[src/rtl/vgg_fp_pkg.sv]
// ---------------------------------------------------------------------------
// vgg_fp_pkg
// Purpose : shared FP32 field layout constants and helpers used by the VGG16
//           datapath blocks (max-pooling, multiply, addition).
// Contents: FP_* bit-position constants, FP_POS_ZERO, fp32_t field view,
//           fp_mag() helper returning the unsigned {exp,mant} magnitude.
// ---------------------------------------------------------------------------
package vgg_fp_pkg;

   localparam int FP_WIDTH    = 32;
   localparam int FP_SIGN_BIT = 31;
   localparam int FP_EXP_MSB  = 30;
   localparam int FP_EXP_LSB  = 23;
   localparam int FP_MANT_MSB = 22;

   localparam logic [FP_WIDTH-1:0] FP_POS_ZERO = 32'h0000_0000;

   typedef struct packed {
      logic                        sign;
      logic [FP_EXP_MSB-FP_EXP_LSB:0] exp;
      logic [FP_MANT_MSB:0]        mant;
   } fp32_t;

   // {exp,mant} read as an unsigned integer orders FP32 magnitudes correctly
   function automatic logic [FP_EXP_MSB:0] fp_mag(input logic [FP_WIDTH-1:0] x);
      return x[FP_EXP_MSB:0];
   endfunction

endpackage

[src/rtl/fp_max2.sv]
// ---------------------------------------------------------------------------
// fp_max2
// Purpose : combinational maximum of two FP32 values using sign-magnitude
//           ordering. Ties (including +0 vs -0) return operand a.
// Ports   : a - first operand (earlier pixel / buffered value)
//           b - second operand
//           y - max(a, b)
// ---------------------------------------------------------------------------
module fp_max2
   import vgg_fp_pkg::*;
(
   input  logic [FP_WIDTH-1:0] a,
   input  logic [FP_WIDTH-1:0] b,
   output logic [FP_WIDTH-1:0] y
);

   fp32_t                 fa;
   fp32_t                 fb;
   logic [FP_EXP_MSB:0]   mag_a;
   logic [FP_EXP_MSB:0]   mag_b;

   assign fa    = a;
   assign fb    = b;
   assign mag_a = fp_mag(a);
   assign mag_b = fp_mag(b);

   // Both zeros compare equal regardless of sign, so that case is caught
   // before the mixed-sign rule would otherwise prefer +0.
   // Same-sign operands: larger magnitude wins when positive, smaller when
   // negative; b only wins on a strict inequality so ties keep a.
   always_comb begin
      y = a;
      if (mag_a == '0 && mag_b == '0) begin
         y = a;
      end else if (fa.sign != fb.sign) begin
         y = fa.sign ? b : a;
      end else if (!fa.sign) begin
         y = (mag_b > mag_a) ? b : a;
      end else begin
         y = (mag_b < mag_a) ? b : a;
      end
   end

endmodule

[src/rtl/maxpool2x2_fp.sv]
// ---------------------------------------------------------------------------
// maxpool2x2_fp
// Purpose : 2x2 stride-2 max pooling over an FP32 raster stream from the 3x3
//           conv stage. One pooled pixel is emitted per non-overlapping 2x2
//           window, in raster order of the pooled map.
// Ports   : clk     - clock, rising edge
//           rst_n   - synchronous reset, ACTIVE-HIGH despite the name
//           i_valid - i_data carries a pixel this cycle (gaps allowed)
//           i_data  - input pixel, FP32
//           o_data  - pooled maximum, 0 whenever o_valid is low
//           o_valid - one-cycle pulse per pooled pixel
// ---------------------------------------------------------------------------
module maxpool2x2_fp
   import vgg_fp_pkg::*;
#(
   parameter int DATA_WIDTH  = 32,
   parameter int IMAGE_WIDTH = 4
) (
   input  logic                  clk,
   input  logic                  rst_n,
   input  logic                  i_valid,
   input  logic [DATA_WIDTH-1:0] i_data,
   output logic [DATA_WIDTH-1:0] o_data,
   output logic                  o_valid
);

   localparam int HALF = IMAGE_WIDTH / 2;
   localparam int CW   = (IMAGE_WIDTH > 1) ? $clog2(IMAGE_WIDTH) : 1;
   localparam int HW   = (HALF > 1) ? $clog2(HALF) : 1;

   localparam logic [CW-1:0] LAST_IDX = CW'(IMAGE_WIDTH - 1);

   // Pooling windows must tile the map exactly and the comparator is FP32 only
   generate
      if ((IMAGE_WIDTH % 2) != 0 || IMAGE_WIDTH < 2) begin : g_bad_width
         $error("maxpool2x2_fp: IMAGE_WIDTH must be even and >= 2");
      end
      if (DATA_WIDTH != FP_WIDTH) begin : g_bad_data_width
         $error("maxpool2x2_fp: DATA_WIDTH must be 32 (FP32)");
      end
   endgenerate

   logic [CW-1:0]         col_cnt;
   logic [CW-1:0]         row_cnt;
   logic [FP_WIDTH-1:0]   pair_reg;
   logic [FP_WIDTH-1:0]   line_buf [HALF];
   logic [HW-1:0]         lb_idx;
   logic [FP_WIDTH-1:0]   h_max;
   logic [FP_WIDTH-1:0]   v_max;
   logic                  col_odd;
   logic                  row_odd;

   assign col_odd = col_cnt[0];
   assign row_odd = row_cnt[0];
   assign lb_idx  = HW'(col_cnt >> 1);

   // Horizontal max: left pixel held in pair_reg, right pixel arriving now
   fp_max2 u_h_max (
      .a (pair_reg),
      .b (i_data),
      .y (h_max)
   );

   // Vertical max: top-row pair maximum from the line buffer against the
   // bottom-row pair maximum being formed this cycle
   fp_max2 u_v_max (
      .a (line_buf[lb_idx]),
      .b (h_max),
      .y (v_max)
   );

   // Raster position, left-pixel capture and output register. The output
   // register clears every cycle so o_data/o_valid are single-cycle pulses;
   // a bottom-right pixel accept loads them for exactly the next cycle.
   always_ff @(posedge clk) begin
      if (rst_n) begin
         col_cnt  <= '0;
         row_cnt  <= '0;
         pair_reg <= FP_POS_ZERO;
         o_valid  <= 1'b0;
         o_data   <= FP_POS_ZERO;
      end else begin
         o_valid <= 1'b0;
         o_data  <= FP_POS_ZERO;
         if (i_valid) begin
            if (!col_odd) begin
               pair_reg <= i_data;
            end else if (row_odd) begin
               o_valid <= 1'b1;
               o_data  <= v_max;
            end
            if (col_cnt == LAST_IDX) begin
               col_cnt <= '0;
               row_cnt <= (row_cnt == LAST_IDX) ? '0 : row_cnt + 1'b1;
            end else begin
               col_cnt <= col_cnt + 1'b1;
            end
         end
      end
   end

   // Top-row pair maxima are parked here until the odd row below reads them.
   // No reset: every entry is rewritten on an even row before being read.
   always_ff @(posedge clk) begin
      if (!rst_n && i_valid && col_odd && !row_odd) begin
         line_buf[lb_idx] <= h_max;
      end
   end

endmodule

[config.mk]
export PLATFORM = sky130hd
export DESIGN_NAME = maxpool2x2_fp
export DESIGN_NICKNAME = d
export VERILOG_FILES = /design/src/rtl/vgg_fp_pkg.sv /design/src/rtl/fp_max2.sv /design/src/rtl/maxpool2x2_fp.sv
export SDC_FILE = /design/constraint.sdc
export NUM_CORES = 1
export LEC_CHECK = 0
export BUFFER_PORTS_ARGS = -buffer_cell sky130_fd_sc_hd__buf_2
export CORE_MARGIN = 1
export CORE_UTILIZATION = 60
export CTS_BUF_LIST = sky130_fd_sc_hd__clkbuf_4 sky130_fd_sc_hd__clkbuf_8 sky130_fd_sc_hd__clkbuf_16
export DETAILED_ROUTE_END_ITERATION = 16
export GPL_ROUTABILITY_DRIVEN = 0
export PLACE_DENSITY = 0.8
export SLEW_MARGIN = 20
export SYNTH_ARGS = -nofsm -noshare
export SYNTH_HDL_FRONTEND = slang
export SYNTH_SLANG_ARGS = --single-unit
[constraint.sdc]
create_clock -name clk -period 5.6 [get_ports clk]
set_input_delay 0.56 -clock clk [delete_from_list [all_inputs] [get_ports clk]]
set_output_delay 0.56 -clock clk [all_outputs]
set_load 0.03 [all_outputs]
; Yosys cells after proc, flatten, opt, wreduce, memory -nomap -nowiden
; Memory sizes are Yosys's and may differ from the RTL's. A register that Yosys moved wholly into a read port is not among the register bits.
; Index checks and enable logic that the tools add are counted.
[word_totals]
ff_bits = 69
latchBits = 0
mem_bits_rw = 64
romBits = 0
output_inout_bits = 33
word_cells = 53
memories = 1
[mem_list]
columns = name, words, width, rd, rd_clocked_by_memory_dff, write_ports, line
row1 = line_buf, 2, 32, 1, 1, 1, maxpool2x2_fp.sv:46  ; logic [FP_WIDTH-1:0] line_buf [HALF];
[classes]
n_addsub = 2
multipliers = 0
div = 0
n_lt_le_gt_ge = 4
eq_ne = 4
shifts = 0
n_mux = 19
bitwise_logic = 3
reduce_logical = 15
[op_table]
columns = cell, count
row1 = $mux 32, 12
row2 = $logic_not 31->1, 4
row3 = $gt 31x31->1, 2
row4 = $lt 31x31->1, 2
row5 = $logic_and 1x1->1, 5
row6 = $mux 1, 5
row7 = $add 2x1->2 const B, 2
row8 = $eq 2x2->1 const B, 2
row9 = $mux 2, 2
row10 = $reduce_and 2->1, 2
row11 = $reduce_or 4->1, 1
row12 = $not 1->1, 3
row13 = $reduce_or 3->1, 1
row14 = $logic_not 1->1, 2
row15 = $ne 1x1->1, 2

; Depth between registers and ports, before layout
; Gate-level depths: netlist of run 1.
[logic_depth]
word_depth = 10
mapped_depth = 26

; Cells and area by module
; A second synthesis of run 1 with hierarchy kept.
[hier_totals]
cells_unflattened = 961
area_unflattened_um2 = 8421.8
[modules_own_cells]
columns = mod, n_inst, cells_each, area_per_inst_um2, seq_area_each_um2
row1 = maxpool2x2_fp, 1, 333, 4560.6, 3323.2
row2 = fp_max2, 2, 314, 1930.6, 0.0

; Worst setup path after synthesis of run 1
; No wires, ideal clock.
[synth_timing]
path_kind = input -> register
startpoint = in i_data[30]
endpoint = reg o_data[11]
arrival_time_ns = 4.760
t_required_ns = 5.514
setup_slack_ns = 0.754
stages = 21
cell_sequence = ha_1 > nand4_4 > nor3_2 > a22oi_2 > and2_4 > buf_6 > a211oi_1 > a21o_4 > mux2_2 > ha_1 > a21o_1 > a21o_1 > a21oi_1 > nor2_1 > a2111oi_0 > a21oi_1 > o21ai_1 > mux2_2 > buf_2 > buf_2 > a211oi_1
[synth_between]
elab_chain_cells = 10
elab_cells_between_ends = 21
classes_between = 4 x order compare / 1 x eq/ne / 12 x mux / 4 x reduce/logical
[synth_lines]
columns = item, line
row1 = start: declaration, maxpool2x2_fp.sv:22  ; input logic [DATA_WIDTH-1:0] i_data,
row2 = $gt 31x31->1 / $lt 31x31->1 (equally long branches), "fp_max2.sv:38, fp_max2.sv:40"
row3 = $mux 32 (on tied branches), "fp_max2.sv:38, fp_max2.sv:40"
row4 = $mux 32, fp_max2.sv:37  ; end else if (!fa.sign) begin
row5 = $mux 32, fp_max2.sv:35  ; end else if (fa.sign != fb.sign) begin
row6 = $mux 32 (*), fp_max2.sv:33  ; if (mag_a == '0 && mag_b == '0) begin
row7 = net h_max[8], maxpool2x2_fp.sv:48  ; logic [FP_WIDTH-1:0] h_max;
row8 = $gt 31x31->1 / $lt 31x31->1 (equally long branches), "fp_max2.sv:38, fp_max2.sv:40"
row9 = $mux 32 (on tied branches), "fp_max2.sv:38, fp_max2.sv:40"
row10 = $mux 32, fp_max2.sv:37
row11 = $mux 32, fp_max2.sv:35
row12 = $mux 32 (*), fp_max2.sv:33
row13 = end signal: assignment, maxpool2x2_fp.sv:90  ; o_data <= v_max;
row14 = end: declaration, maxpool2x2_fp.sv:23  ; output logic [DATA_WIDTH-1:0] o_data,
; Mark *: on every way through the listed nets, which the timed path passes. The rest lies on a longest branch.
; A chain may end at the register's enable or synchronous reset.

; Worst setup path in the final report of run 1
[layout_timing]
startpoint = reg pair_reg[8]
endpoint = reg o_data[12]
[layout_between]
elab_chain_cells = 10
elab_cells_between_ends = 21
classes_between = 4 x order compare / 1 x eq/ne / 12 x mux / 4 x reduce/logical
[layout_lines]
columns = item, line
row1 = start: declaration, maxpool2x2_fp.sv:45  ; logic [FP_WIDTH-1:0] pair_reg;
row2 = start signal: assignment, maxpool2x2_fp.sv:87  ; pair_reg <= i_data;
row3 = $gt 31x31->1 / $lt 31x31->1 (equally long branches), "fp_max2.sv:38, fp_max2.sv:40"
row4 = $mux 32 (on tied branches), "fp_max2.sv:38, fp_max2.sv:40"
row5 = $mux 32, fp_max2.sv:37
row6 = $mux 32, fp_max2.sv:35
row7 = $mux 32 (*), fp_max2.sv:33
row8 = net h_max[1], maxpool2x2_fp.sv:48
row9 = $gt 31x31->1 / $lt 31x31->1 (equally long branches), "fp_max2.sv:38, fp_max2.sv:40"
row10 = $mux 32 (on tied branches), "fp_max2.sv:38, fp_max2.sv:40"
row11 = $mux 32, fp_max2.sv:37
row12 = $mux 32, fp_max2.sv:35
row13 = $mux 32 (*), fp_max2.sv:33
; Marked as above.

==> results of run 1 <==
-- power breakdown --
group | total [W] | leakage (nW) | switching (W) | internal, W
registers | 0.00109 | 1.16 | 0.0000266 | 0.00107
logic | 0.000596 | 2.21 | 0.000363 | 0.000233
clock network | 0.00113 | 0.287 | 0.000421 | 0.000712
-- critical path: stages, from the launching register on --
cell and delay, ps:
dfxtp_1 420, inv_1 70, ha_1 290, a21oi_1 60, o21ai_0 390, a221oi_2 150, a21o_1 270, a211oi_2 340
a21o_4 210, buf_4 260, o21ai_0 140, buf_4 180, ha_1 290, nor2b_1 130, o21a_1 160, o21a_1 160
o21a_1 160, o21ai_0 250, a21oi_2 140, o21ai_2 220, mux2_2 410, buf_4 220, nor2b_1 160, o21a_1 170
-- cells in the final DEF (no fill, tap or decap), types with 17 or more instances in the layout --
cell type,instances
nand2_1,116
a21oi_1,77
dfxtp_1,69
buf_2,67
ha_1,66
edfxtp_1,64
mux2i_1,52
inv_1,50
nor2_1,49
buf_4,34
nor2b_1,25
nor4_1,22
o21ai_0,21
nand4_1,19
clkbuf_16,17
-- per-layer routing --
metal  GRT usage, %  wire [um]  vias up  part of all wire (%)
li1               -          -     3200                     -
met1           41.9       8430     3305                    39
met2           55.3      10400      377                    48
met3           5.54       1790       87                   8.3
met4           17.4        913        0                   4.2
met5              0          0        -                     0
-- what timing repair did --
action	4_1_cts	5_1_grt
buffers inserted	0	3
gates resized for setup	3	8
setup endpoints to repair	18	23
pin swaps	0	4
-- metrics by stage --
stage / instances / area [um2] / setup TNS [ps] / power, W / utilization (%)
3_5_place_dp: 1060 / 8430 / -1920 / 0.00168 / 66.8
3_3_place_gp: 1060 / 8430 / 0 / 0.00165 / 66.8
6_report: 1095 / 9080 / 0 / 0.00282 / 72.0
4_1_cts: 1092 / 9030 / 0 / 0.00280 / 71.6
2_1_floorplan: 826 / 7770 / 0 / 0.00149 / -
5_1_grt: 1095 / 9080 / 0 / 0.00292 / 72.0
-- cell families (layout without fill, tap and decap cells) --
| logic type | Yosys count | count (layout) | share of synthesized area (%) |
|---|---|---|---|
| flops | 134 | 134 | 42.8 |
| simple gates | 278 | 278 | 17.3 |
| buf+inv | 88 | 185 | 4.61 |
| mux | 61 | 61 | 8.04 |
| fa+ha+maj | 66 | 66 | 10.6 |
| compound gates | 199 | 199 | 16.6 |
-- area by class of cell --
cell class	instances	area share, %
clock inverter	13	1.72
multi-input combinational	604	45.6
sequential	134	36.6
timing repair buffer	102	6.72
tap	172	2.37
inverter	51	2.11
clock buffer	19	4.92
-- worst min-delay path by stage --
stage / slack (ps) / cells after the start / startpoint / endpoint
6_report: 400 / 3 / i_data[29] / pair_reg[29]$_SDFFE_PP0P_
2_1_floorplan: 440 / 2 / row_cnt[1]$_SDFFE_PP0P_ / row_cnt[1]$_SDFFE_PP0P_
5_1_grt: 410 / 3 / i_data[0] / pair_reg[0]$_SDFFE_PP0P_
3_3_place_gp: 450 / 2 / row_cnt[1]$_SDFFE_PP0P_ / row_cnt[1]$_SDFFE_PP0P_
3_5_place_dp: 460 / 2 / row_cnt[1]$_SDFFE_PP0P_ / row_cnt[1]$_SDFFE_PP0P_
4_1_cts: 390 / 3 / i_data[29] / pair_reg[29]$_SDFFE_PP0P_
==> impl_metrics.tcl, run 1 <==
set metrics [dict create \
    ys.flop_type "dfxtp_1" \
    cap_violations 0 \
    port_buffers 67 \
    dieArea_mm2 0.0134 \
    power_density_mw_per_mm2 311 \
    setup.worst_path.end "o_data[12]$_SDFF_PP0_" \
    cp.required_ps 5920 \
    clk_latency_ps 430 \
    slew_headroom_pct 33.0 \
    synth_area_per_cell_um2 9.41 \
    largest_reg_flops 64 \
    drtPass1Iterations 7 \
    rows 41 \
    crit_arrival_ps 5690 \
    r2r_cells 23 \
    viasPerCell 6.36 \
    fin_crit_sh_pct 95.9 \
    r2r-start "pair_reg[8]$_SDFFE_PP0P_" \
    synthToLayoutAreaGrowth_pct 16.9 \
    syn_area_mm2 0.00777 \
    hold_class "primary input to register" \
    clockBufferDepth 2 \
    root_buffer "clkbuf_16" \
    path_class "register to register" \
    rsz0062_at_grt "no" \
    grt.total_usage_pct 33.4 \
    setup_ws_ps 228 \
    drtAntennaViolNets 0 \
    cts_tree "done" \
    place_ws_ps -151 \
    peakVddDrop_v 0.000166 \
    start_util_pct 61.6 \
    min_period_ps 5370 \
    tightest_slew_ps 1000 \
    ys_seq_area_share_pct 42.8 \
    yosysMostFrequentCell "nand2_1" \
    synth_top_cell_by_area "edfxtp_1" \
    totalWireLength_um 21500 \
    fillers 964 \
    end_kind "register" \
    r2r_end "o_data[12]$_SDFF_PP0_" \
    grt_max_degree 39 \
    setup_violations 0 \
    synth_edf_count 64 \
    hold_violations 0 \
    synthCells 826 \
    core_area_mm2 0.0126 \
    power_leakage_nw 3.65 \
    critPathLaunchType "register" \
    hold-worst-slack_ps 402 \
    htreeDepth 4 \
    r2r_slack_ps 230 \
    clock_sinks 134 \
    slew_violations 0 \
    num_vias 6969 \
    clock.fmax_mhz 186 \
    drc_errors 0 \
    layout-drive-gt1-share_pct 18.7 \
    synth_top_cell_area_share_pct 24.7 \
    dp.final_hpwl_um 15600 \
    first_iter_violations 718 \
    synth_warnings 0 \
    multi_input_area_mm2 0.00414 \
    grt_overflow 0 \
    clk_pin_slew_ps 60 \
    die_w_um 116 \
    hold_buffers 0 \
    yosys-top-cells-area "edfxtp_1 25%, dfxtp_1 18%, ha_1 11%" \
    seq_area_mm2 0.00332 \
    pin_count 68 \
    ys_seq_elements 134 \
    die_y_um 116 \
    grt_pass1_wl_um 33500 \
    synthesis.nets 927 \
    finClkSkew_ps 11.0 \
    antenna_found_initial 0 \
    synth_common_cells "116 x nand2_1, 78 x a21oi_1, 70 x dfxtp_1, 66 x ha_1, 64 x edfxtp_1" \
    numCtsBuffers 17 \
    status "finished clean" \
    wl_per_cell_um 19.7 \
    ys_types 64 \
    startpoint "pair_reg[8]$_SDFFE_PP0P_" \
    grt_pass1_vias 6602 \
    async_reset_ff_share_pct 0 \
    final_nets 1011 \
    antenna_cells 0 \
    worstPathMaxFanout 19 \
]
Power figures use the tool's default switching activity.
==> run 2, diff against run 1 <==
- clock period: 5.6 -> 5.25 ns (I/O delays scaled with it)
==> impl_metrics.tcl, run 2 (same netlist as run 1, synthesis figures left out) <==
set metrics [dict create \
    dpl_cell_area_mm2 0.00860 \
    largest_reg_flops 64 \
    worstPathMaxFanout 23 \
    final_cell_mix "116 x nand2_1, 75 x a21oi_1, 67 x buf_2, 66 x ha_1, 66 x dfxtp_1" \
    cp.required_ps 5540 \
    setup_violations 0 \
    clk_latency_ps 430 \
    port_buffers 67 \
    slowest_delay_ps 420 \
    pin_count 68 \
    hold_depth 3 \
    core_area_mm2 0.0126 \
    viasPerCell 6.39 \
    antenna_found_initial 0 \
    status "finished clean" \
    min_period_ps 5120 \
    cpMostUsedCell "buf_4" \
    drc_errors 0 \
    final_core_util_pct 74.1 \
    r2r_cells 23 \
    totalWireLength_um 22700 \
    first_iter_violations 780 \
    grt_overflow 0 \
    clock_sinks 134 \
    slew_violations 0 \
    finClkSkew_ps 9.92 \
    dieArea_mm2 0.0134 \
    htreeDepth 4 \
    crit_arrival_ps 5410 \
    final_common_cell "nand2_1" \
    final_nets 1033 \
    synthToLayoutAreaGrowth_pct 20.4 \
    layout-drive-gt1-share_pct 21.6 \
    final_area_mm2 0.00936 \
    cap_violations 0 \
    fin_crit_sh_pct 97.5 \
    wl_per_cell_um 20.3 \
    power_density_mw_per_mm2 337 \
    hold_violations 0 \
    drtPass1Iterations 5 \
    critPathLaunchType "register" \
    root_buffer "clkbuf_16" \
    clockBufferDepth 2 \
    power_leakage_nw 3.82 \
    crit_slowest_cell "mux2_2" \
    setup_ws_ps 134 \
    cts_tree "done" \
    path_class "register to register" \
    rows 41 \
    drtAntennaViolNets 0 \
    clock.fmax_mhz 195 \
    hold_class "primary input to register" \
    end_kind "register" \
    slew_headroom_pct 27.2 \
    tightest_slew_ps 1090 \
    grt_pass1_vias 6833 \
    place_ws_ps -255 \
    num_vias 7135 \
    die_w_um 116 \
    grt.total_usage_pct 34.9 \
    die_y_um 116 \
    timing.critical_path.cells "inv_1 -> ha_1 -> a21oi_2 -> o21ai_1 -> buf_4 -> a221oi_2 -> a21o_1 -> a21o_1 -> a21o_4 -> buf_12 -> mux2_2 -> ha_1 -> nand4_1 -> nor3_1 -> o21ai_1 -> a21oi_2 -> o21ai_2 -> buf_4 -> buf_4 -> buf_4 -> nor2_1 -> o21ai_0 -> a31oi_1" \
    grt_pass1_wl_um 35000 \
    start_util_pct 61.6 \
    dp.final_hpwl_um 16000 \
    grt_max_degree 39 \
    peakVddDrop_v 0.000225 \
    numCtsBuffers 17 \
    antenna_cells 0 \
    clk_pin_slew_ps 60 \
]
[run 2: cell count changes in the layout (fill, tap and decap cells not counted), moves of 2 or more]
cell | before | now
buf_4 | 34 | 54
o21ai_1 | 2 | 6
clkbuf_16 | 17 | 20
buf_12 | 1 | 3
a21oi_1 | 77 | 75
o21ai_0 | 21 | 18
clkinvlp_4 | 3 | 0
dfxtp_2 | 1 | 4
a21oi_2 | 1 | 3
dfxtp_1 | 69 | 66
[run 2: area by class of cell]
cell class	count	area, um2
Multi-Input combinational cell	604	4160
Sequential cell	134	3330
Fill cell	916	3260
Timing Repair Buffer	124	801
Clock buffer	22	522
Tap cell	172	215
Inverter	51	191
Clock inverter	10	136
[run 2: repair_timing]
item / in CTS / in global routing
pin swaps: 1 / 7
hold buffers: 0 / 0
gates resized for setup: 5 / 19
setup buffers: 1 / 4
endpoints found under the setup margin: 22 / 32
[run 2: critical path, delay by kind of cell, from the launching register on]
kind / cells / cell delay, ps
muxes: 1 / 420
AOI/OAI and AO/OA: 11 / 2070
buffers and inverters: 6 / 820
and+or+nand+nor: 3 / 640
adders and majority gates: 2 / 640
DFF: 1 / 370
[run 2: stage by stage]
| stage | power [W] | instances | TNS [ps] | hold WS [ps] |
|---|---|---|---|---|
| after floorplan | 0.00159 | 826 | 0 | 440 |
| after global placement | 0.00179 | 1080 | -1740 | 448 |
| after detailed placement | 0.00182 | 1080 | -4010 | 457 |
| after CTS | 0.00312 | 1113 | 0 | 355 |
| after global routing | 0.00325 | 1117 | -602 | 373 |
| final | 0.00315 | 1117 | 0 | 371 |
[run 2: final timing paths]
check	start	to	slack, ps
max	pair_reg[8]$_SDFFE_PP0P_	o_data[8]$_SDFF_PP0_	130
min	i_data[29]	pair_reg[29]$_SDFFE_PP0P_	370
max reg2reg	pair_reg[8]$_SDFFE_PP0P_	o_data[8]$_SDFF_PP0_	130
min reg2reg	row_cnt[1]$_SDFFE_PP0P_	row_cnt[1]$_SDFFE_PP0P_	460
[run 2: power by group]
part           switching [W]  internal [W]
Sequential         0.0000284       0.00114
Clock               0.000445      0.000849
Combinational       0.000408      0.000281
Total               0.000882       0.00227
[run 2: layer usage]
layer	vias up	wire (um)	global-route usage (%)	share of wire [%]
li1	3246	-	-	-
met1	3348	8670	42.1	38
met4	0	908	17.0	4.0
met2	459	11000	58.5	49
met5	-	0	0	0
met3	82	2100	8.84	9.3
